**src/rtl/rot_pkg.sv**
```systemverilog
// Shared definitions for the 32-bit rotator and its inverse search block.
//   rot_state_t : search FSM states (IDLE, SEARCH, DONE)
//   DIR_RIGHT / DIR_LEFT : direction encoding consumed by the rotator
//   ROT_WIDTH   : default data word width
package rot_pkg;

    localparam int unsigned ROT_WIDTH = 32;

    localparam logic DIR_RIGHT = 1'b1;
    localparam logic DIR_LEFT  = 1'b0;

    typedef enum logic [1:0] {
        IDLE   = 2'd0,
        SEARCH = 2'd1,
        DONE   = 2'd2
    } rot_state_t;

endpackage : rot_pkg

```
**src/rtl/rotate_amount_finder32.sv**
```systemverilog
// Iterative inverse of the rotator: given an original word and a rotated
// word, tries one left rotation per clock and reports the smallest matching
// amount in the rotator's move/direction encoding.
// Ports:
//   clk, rst_n          : clock, asynchronous active-low reset
//   start               : request a search (sampled only when idle)
//   sample, rotated     : original and target words, captured on the start edge
//   busy                : high while searching or presenting the result
//   done                : one-cycle pulse when found/move/direction are valid
//   found               : a matching rotation exists
//   move, direction     : rotation amount and direction (1 = RIGHT, 0 = LEFT)
module rotate_amount_finder32
    import rot_pkg::*;
#(
    parameter  int unsigned WIDTH  = ROT_WIDTH,
    localparam int unsigned MOVE_W = $clog2(WIDTH)
) (
    input  logic              clk,
    input  logic              rst_n,
    input  logic              start,
    input  logic [WIDTH-1:0]  sample,
    input  logic [WIDTH-1:0]  rotated,
    output logic              busy,
    output logic              done,
    output logic              found,
    output logic [MOVE_W-1:0] move,
    output logic              direction
);

    localparam logic [MOVE_W-1:0] HALF = MOVE_W'(WIDTH / 2);
    localparam logic [MOVE_W-1:0] LAST = MOVE_W'(WIDTH - 1);

    rot_state_t        state;
    logic [WIDTH-1:0]  cur;
    logic [WIDTH-1:0]  tgt;
    logic [MOVE_W-1:0] cnt;

    // Search FSM with datapath and registered result outputs.
    always_ff @(posedge clk or negedge rst_n) begin
        if (!rst_n) begin
            state     <= IDLE;
            cur       <= '0;
            tgt       <= '0;
            cnt       <= '0;
            busy      <= 1'b0;
            done      <= 1'b0;
            found     <= 1'b0;
            move      <= '0;
            direction <= DIR_LEFT;
        end else begin
            done <= 1'b0;
            case (state)
                IDLE: begin
                    if (start) begin
                        cur   <= sample;
                        tgt   <= rotated;
                        cnt   <= '0;
                        busy  <= 1'b1;
                        state <= SEARCH;
                    end
                end
                SEARCH: begin
                    // Compare before giving up so a match at cnt=WIDTH-1 is still found.
                    if (cur == tgt) begin
                        state <= DONE;
                        done  <= 1'b1;
                        found <= 1'b1;
                        // Amounts past half a word are cheaper as a right rotate;
                        // exactly half stays LEFT.
                        if (cnt <= HALF) begin
                            move      <= cnt;
                            direction <= DIR_LEFT;
                        end else begin
                            move      <= MOVE_W'(WIDTH - 32'(cnt));
                            direction <= DIR_RIGHT;
                        end
                    end else if (cnt == LAST) begin
                        state     <= DONE;
                        done      <= 1'b1;
                        found     <= 1'b0;
                        move      <= '0;
                        direction <= DIR_LEFT;
                    end else begin
                        cur <= {cur[WIDTH-2:0], cur[WIDTH-1]};
                        cnt <= cnt + MOVE_W'(1);
                    end
                end
                DONE: begin
                    busy  <= 1'b0;
                    state <= IDLE;
                end
                default: begin
                    busy  <= 1'b0;
                    state <= IDLE;
                end
            endcase
        end
    end

endmodule : rotate_amount_finder32
```
**config.mk**
```make
export PLATFORM = sky130hd
export DESIGN_NAME = rotate_amount_finder32
export DESIGN_NICKNAME = d
export VERILOG_FILES = /design/src/rtl/rot_pkg.sv /design/src/rtl/rotate_amount_finder32.sv
export SDC_FILE = /design/constraint.sdc
export NUM_CORES = 1
export LEC_CHECK = 0
export BUFFER_PORTS_ARGS = -buffer_cell sky130_fd_sc_hd__buf_4
export CAP_MARGIN = 20
export CORE_MARGIN = 4
export CORE_UTILIZATION = 28
export CTS_CLUSTER_DIAMETER = 120
export CTS_CLUSTER_SIZE = 30
export DETAILED_ROUTE_END_ITERATION = 10
export PLACE_DENSITY = 0.48
export SYNTH_ARGS = -nofsm -noshare
export SYNTH_HDL_FRONTEND = slang
export SYNTH_SLANG_ARGS = --single-unit
```
**constraint.sdc**
```tcl
create_clock -name clk -period 4.1 [get_ports clk]
set_clock_uncertainty 0.05 [all_clocks]
set_input_delay 0.82 -clock clk [delete_from_list [all_inputs] [get_ports clk]]
set_output_delay 0.82 -clock clk [all_outputs]
set_load 0.1 [all_outputs]
```
### Yosys cells after proc, flatten, opt, wreduce, memory -nomap -nowiden

Index checks and enable logic that the tools add are counted.

* register bits after elaboration: 80

* add/sub/neg operators: 2
* $lt $le $gt $ge: 1
* eq/ne operators: 7
* mux-type cells: 24
* bitwise logic cells: 1
* reductions and logical operators: 8

Operators by type and width (count)
* $mux W32: 3
* $pmux W32 S2: 1
* $eq A32 B32 Y1: 1
* $mux W5: 6
* $pmux W5 S2: 1
* $mux W1: 8
* $reduce_and A2 Y1: 4
* $mux W2: 3
* $ne A2 B2 Y1 const B: 3
* $add A5 B1 Y5 const B: 1
* $eq A5 B5 Y1 const B: 1
* $le A5 B5 Y1 const B: 1
* $sub A1 B5 Y5 const A: 1
* $pmux W2 S2: 1
* $reduce_and A4 Y1: 1
* $reduce_bool A2 Y1: 2
* $ne A3 B3 Y1 const B: 1
* $eq A2 B1 Y1 const B: 1
* $logic_not A2 Y1: 1
* $pmux W1 S2: 1
* $not A1 Y1: 1

### Longest topological paths before layout

* word-level depth: 4
* gate-level depth with buffers: 10

### Least setup slack after synthesis

Ideal clock, no wire load.

* path type: input to register
* start: input port start
* end: register cnt[2]
* library setup time: 0.121 ns
* data arrival time: 1.923 ns
* path slack: 2.006 ns
* stages on the path: 6
* path through: nor3b_2 -> nor2_1 -> a41oi_2 -> buf_4 -> o21ai_0 -> a22o_1

* word-level cells in the longest chain between the ends: 2

Ends and longest elaborated chain
* start, declared: line rotate_amount_finder32.sv:20 `input logic start,`
* $ne A2 B2 Y1 (no source line)
* $reduce_and A4 Y1 (no source line)
* end signal, assigned: line rotate_amount_finder32.sv:85 `cnt <= cnt + MOVE_W'(1);`
* end, declared: line rotate_amount_finder32.sv:36 `logic [MOVE_W-1:0] cnt;`

No other way between the ends.
A chain may end at the register's enable or synchronous reset.

### Final worst setup path

* start: register state[1]
* end: register cnt[2]

* word-level cells in the longest chain between the ends: 3
* elaborated cells between the ends (all ways): 8

Ends and longest elaborated chain
* start, declared: line rotate_amount_finder32.sv:33 `rot_state_t state;`
* start signal, assigned: line rotate_amount_finder32.sv:41 `state <= IDLE;`
* start signal, assigned: line rotate_amount_finder32.sv:59 `state <= SEARCH;`
* start signal, assigned: line rotate_amount_finder32.sv:65 `state <= DONE;`
* $eq A2 B1 Y1 or $logic_not A2 Y1 (tied branches): line rotate_amount_finder32.sv:52 `case (state)`
* $ne A2 B2 Y1 (no source line) or $reduce_bool A2 Y1 (tied branches)
* $reduce_and A4 Y1 (no source line)

Several ways; a longest one is shown, not always the timed one.

==> flow_results.xml <==
<?xml version="1.0" encoding="UTF-8"?>
<metrics>
  <group name="pwr">
    <metric name="power_density_relative_to_cell_area" unit="mW/mm^2">793</metric>
    <metric name="vdd_drop_max" unit="V">0.000276</metric>
    <metric name="total_leakage_power" unit="nW">2.16</metric>
  </group>
  <group name="timing">
    <metric name="finalMaxSlewViolations" unit="">0</metric>
    <metric name="timing.final.hold_violations" unit="">0</metric>
    <metric name="timing_worst_slew_pin_value" unit="ps">855</metric>
    <metric name="achievable-frequency" unit="GHz">0.379</metric>
    <metric name="timing.setup.tns" unit="ps">0</metric>
    <metric name="slew_headroom" unit="%">42.8</metric>
    <metric name="timing.final.setup_violations" unit="">0</metric>
    <metric name="rsz_0062_raised_after_global_routing" unit="">false</metric>
    <metric name="finalHoldWorstSlack" unit="ps">280</metric>
    <metric name="final.period_utilization" unit="%">64.3</metric>
    <metric name="finalCriticalPeriod" unit="ps">2640</metric>
  </group>
  <group name="clock_tree">
    <metric name="clk_slew_on_worst_s_h_paths" unit="ps">60</metric>
    <metric name="cts_num_sinks" unit="">80</metric>
    <metric name="cts.repair.resized" unit="">0</metric>
    <metric name="cts_hold_buf" unit="">0</metric>
    <metric name="tritoncts" unit="">done</metric>
    <metric name="cts-buffers-inserted" unit="">9</metric>
    <metric name="cts-root-buf" unit="">clkbuf_16</metric>
    <metric name="h-tree-depth" unit="">3</metric>
    <metric name="cts_max_path_buffers" unit="">2</metric>
    <metric name="cts.repair_timing.setup_buffer_count" unit="">0</metric>
    <metric name="clock_insertion_delay_worst_skew" unit="ps">340</metric>
  </group>
  <group name="setup_path">
    <metric name="critPathArrivalTime" unit="ps">2810</metric>
    <metric name="cp.required" unit="ps">4280</metric>
    <metric name="reg2reg_to" unit="">cnt[2]</metric>
    <metric name="cp-start-kind" unit="">flip-flop</metric>
    <metric name="r2r.worst_path.cells" unit="">8</metric>
    <metric name="critical_path.endpoint_type" unit="">flip-flop</metric>
    <metric name="r2r_slack" unit="ps">1460</metric>
    <metric name="rr_startpoint" unit="">state[1]</metric>
    <metric name="critPathKind" unit="">flip-flop to flip-flop</metric>
    <metric name="crit_fanout" unit="">41</metric>
  </group>
  <group name="route">
    <metric name="drt_first_iter_violations" unit="">113</metric>
    <metric name="drt_pre_antenna_iters" unit="">4</metric>
    <metric name="routed_via_density" unit="">4.52</metric>
    <metric name="vias" unit="">2778</metric>
    <metric name="detail-route-antenna-nets" unit="">0</metric>
    <metric name="routed_wirelength" unit="um">9300</metric>
    <metric name="drc" unit="">0</metric>
    <metric name="drt-wirelength-per-cell" unit="um">15.1</metric>
  </group>
  <group name="synth">
    <metric name="synth.net_count" unit="">433</metric>
    <metric name="synth_cells" unit="">363</metric>
    <metric name="mappedNetlistArea" unit="sq mm">0.00379</metric>
    <metric name="number_of_synthesized_register_bits" unit="">80</metric>
    <metric name="synth_top_flop_cell" unit="">dfrtp_1</metric>
    <metric name="synth.yosys.seq_area_share" unit="%">52.8</metric>
    <metric name="number_of_synthesized_flops_with_an_enable_pin" unit="">0</metric>
    <metric name="synth.avg_cell_area" unit="sq um">10.4</metric>
    <metric name="post_synth_num_cell_types" unit="">34</metric>
    <metric name="synthArstFlopShare" unit="%">100</metric>
    <metric name="ys_warn_count" unit="">0</metric>
  </group>
  <group name="die">
    <metric name="boundaryPins" unit="">76</metric>
    <metric name="start_util" unit="%">28.6</metric>
    <metric name="core" unit="sq mm">0.0132</metric>
    <metric name="rows" unit="">42</metric>
    <metric name="die-width" unit="um">124</metric>
    <metric name="die_height" unit="um">124</metric>
    <metric name="floorplan.die_area" unit="sq mm">0.0155</metric>
  </group>
  <group name="run">
    <metric name="max_cap_viol_count" unit="">0</metric>
  </group>
  <group name="global_route">
    <metric name="grt_pass1_wl" unit="um">15000</metric>
    <metric name="grt_start_max_net_pins" unit="">81</metric>
    <metric name="antenna_found_initial" unit="">0</metric>
    <metric name="grt_pass1_vias" unit="">2846</metric>
    <metric name="grtUsageTotal" unit="%">12.4</metric>
    <metric name="grt_overflow_total" unit="">0</metric>
  </group>
  <group name="final_layout">
    <metric name="area_growth_syn_to_layout" unit="%">28.1</metric>
    <metric name="num-nets-final" unit="">505</metric>
    <metric name="filler_cell_count" unit="">1370</metric>
    <metric name="drive_gt1_share" unit="%">30.6</metric>
    <metric name="finalInstanceArea" unit="sq mm">0.00485</metric>
    <metric name="n_antenna_cell" unit="">0</metric>
  </group>
  <group name="placed_design">
    <metric name="buffer_ports.inserted" unit="">75</metric>
    <metric name="placedInstanceArea" unit="sq mm">0.00452</metric>
    <metric name="dp_hpwl" unit="um">6730</metric>
    <metric name="gpl.final_weighted_congestion" unit="">0.711</metric>
  </group>
  <group name="status">
    <metric name="outcome" unit="">finished, final reports clean</metric>
  </group>
  <group name="min_path">
    <metric name="holdCritPathClass" unit="">primary input to asynchronous set/reset pin</metric>
  </group>
</metrics>
-- worst max-delay path, stage by stage (launching register included) --
cell	delay, ps
dfrtp_1	430
nand2b_1	510
buf_4	380
nor2_1	110
nor2_1	70
a41oi_4	180
buf_4	380
o21ai_0	150
a22o_1	250
-- flip-flops by register name, summed over array words and instances, names as in the netlist --
signal,flops
cnt,5
direction,1
busy,1
move,5
found,1
done,1
cur,32
state,2
tgt,32
-- cells by family (layout without fill, tap and decap cells) --
| group | Yosys count | in the layout | synth area share, % |
|---|---|---|---|
| adders and majority gates | 3 | 3 | 0.991 |
| xor gates and xnor gates | 33 | 33 | 7.63 |
| AOI/OAI and AO/OA | 47 | 47 | 7.96 |
| DFF | 80 | 80 | 52.8 |
| and+or+nand+nor | 137 | 137 | 15.8 |
| buffers and inverters | 24 | 99 | 3.40 |
| muxes | 39 | 39 | 11.4 |
-- routing by layer --
metal	GRT usage, %	part of all wire (%)	vias to the layer above
met5	0	0	-
met4	4.64	1.6	0
met3	3.04	3.9	10
met2	19.1	46	58
met1	16.8	48	1328
li1	-	-	1382
-- through the flow --
step	total power [mW]	util, %	std cells	worst slack (ps)
floorplan	2.64	-	363	2010
global placement	3.00	34.1	599	1480
detailed placement	3.04	34.1	599	1440
CTS	3.91	36.4	613	1430
global route	4.15	36.6	614	1220
finish	3.85	36.6	614	1460
-- cells in the mapped netlist (5+ instances only) --
cell / n / share of area [%]
mux2_2: 32 / 9.5
dfrtp_1: 80 / 53
clkbuf_1: 12 / 1.2
nand3_1: 6 / 0.79
xnor2_1: 18 / 4.2
a31oi_1: 32 / 5.3
nand2_1: 75 / 7.4
xor2_1: 15 / 3.5
nor2_1: 38 / 3.8
mux2i_1: 7 / 1.8
nand4_1: 5 / 0.83
-- how the worst max path moves through the flow --
| stage | from | to | slack, ps | cells past startpoint |
|---|---|---|---|---|
| after global routing | state[1] | cnt[2] | 1220 | 8 |
| final | state[1] | cnt[2] | 1460 | 8 |
| after CTS | state[1] | cnt[2] | 1430 | 8 |
| after floorplan | start | cnt[2] | 2010 | 6 |
| after detailed placement | state[1] | cnt[2] | 1440 | 8 |
| after global placement | state[1] | cnt[2] | 1480 | 8 |
-- where the power goes --
group | total [mW] | internal [mW] | switching (mW)
clock | 0.845 | 0.541 | 0.304
combinational | 1.49 | 0.708 | 0.785
sequential | 1.51 | 1.17 | 0.335
total | 3.85 | 2.42 | 1.42
-- cell type report --
class / count / area [sq um] / share of cell area (%)
tap: 176 / 220 / 4.54
timing repair buffer: 81 / 628 / 12.9
multi-input combinational: 259 / 1680 / 34.6
inverter: 4 / 15.0 / 0.309
clock buffer: 10 / 239 / 4.93
clock inverter: 4 / 70.1 / 1.44
sequential: 80 / 2000 / 41.3
-- layout by cell type (no fill, tap or decap) --
master	count
a21oi_1	2
nor2b_1	1
xnor2_1	18
dfrtp_1	80
xor2_1	15
clkinv_2	2
mux2i_1	7
nor2_1	38
and4_1	1
o21ai_1	3
nand4_1	5
nand2b_1	1
nor4_2	3
inv_1	4
bufinv_16	2
nand3_1	6
a22o_1	2
nor3b_4	1
o31ai_1	1
clkbuf_8	1
buf_4	80
nand2_1	75
ha_1	3
clkbuf_16	9
a21o_1	2
o21ai_0	4
and3_1	1
a31oi_1	32
nor2b_2	1
a41oi_4	1
mux2_2	32
nor3b_1	1
nor3_1	1
buf_16	1
nor2_4	1
nor4_1	1
Note: power is estimated with default switching activity, not from simulation.
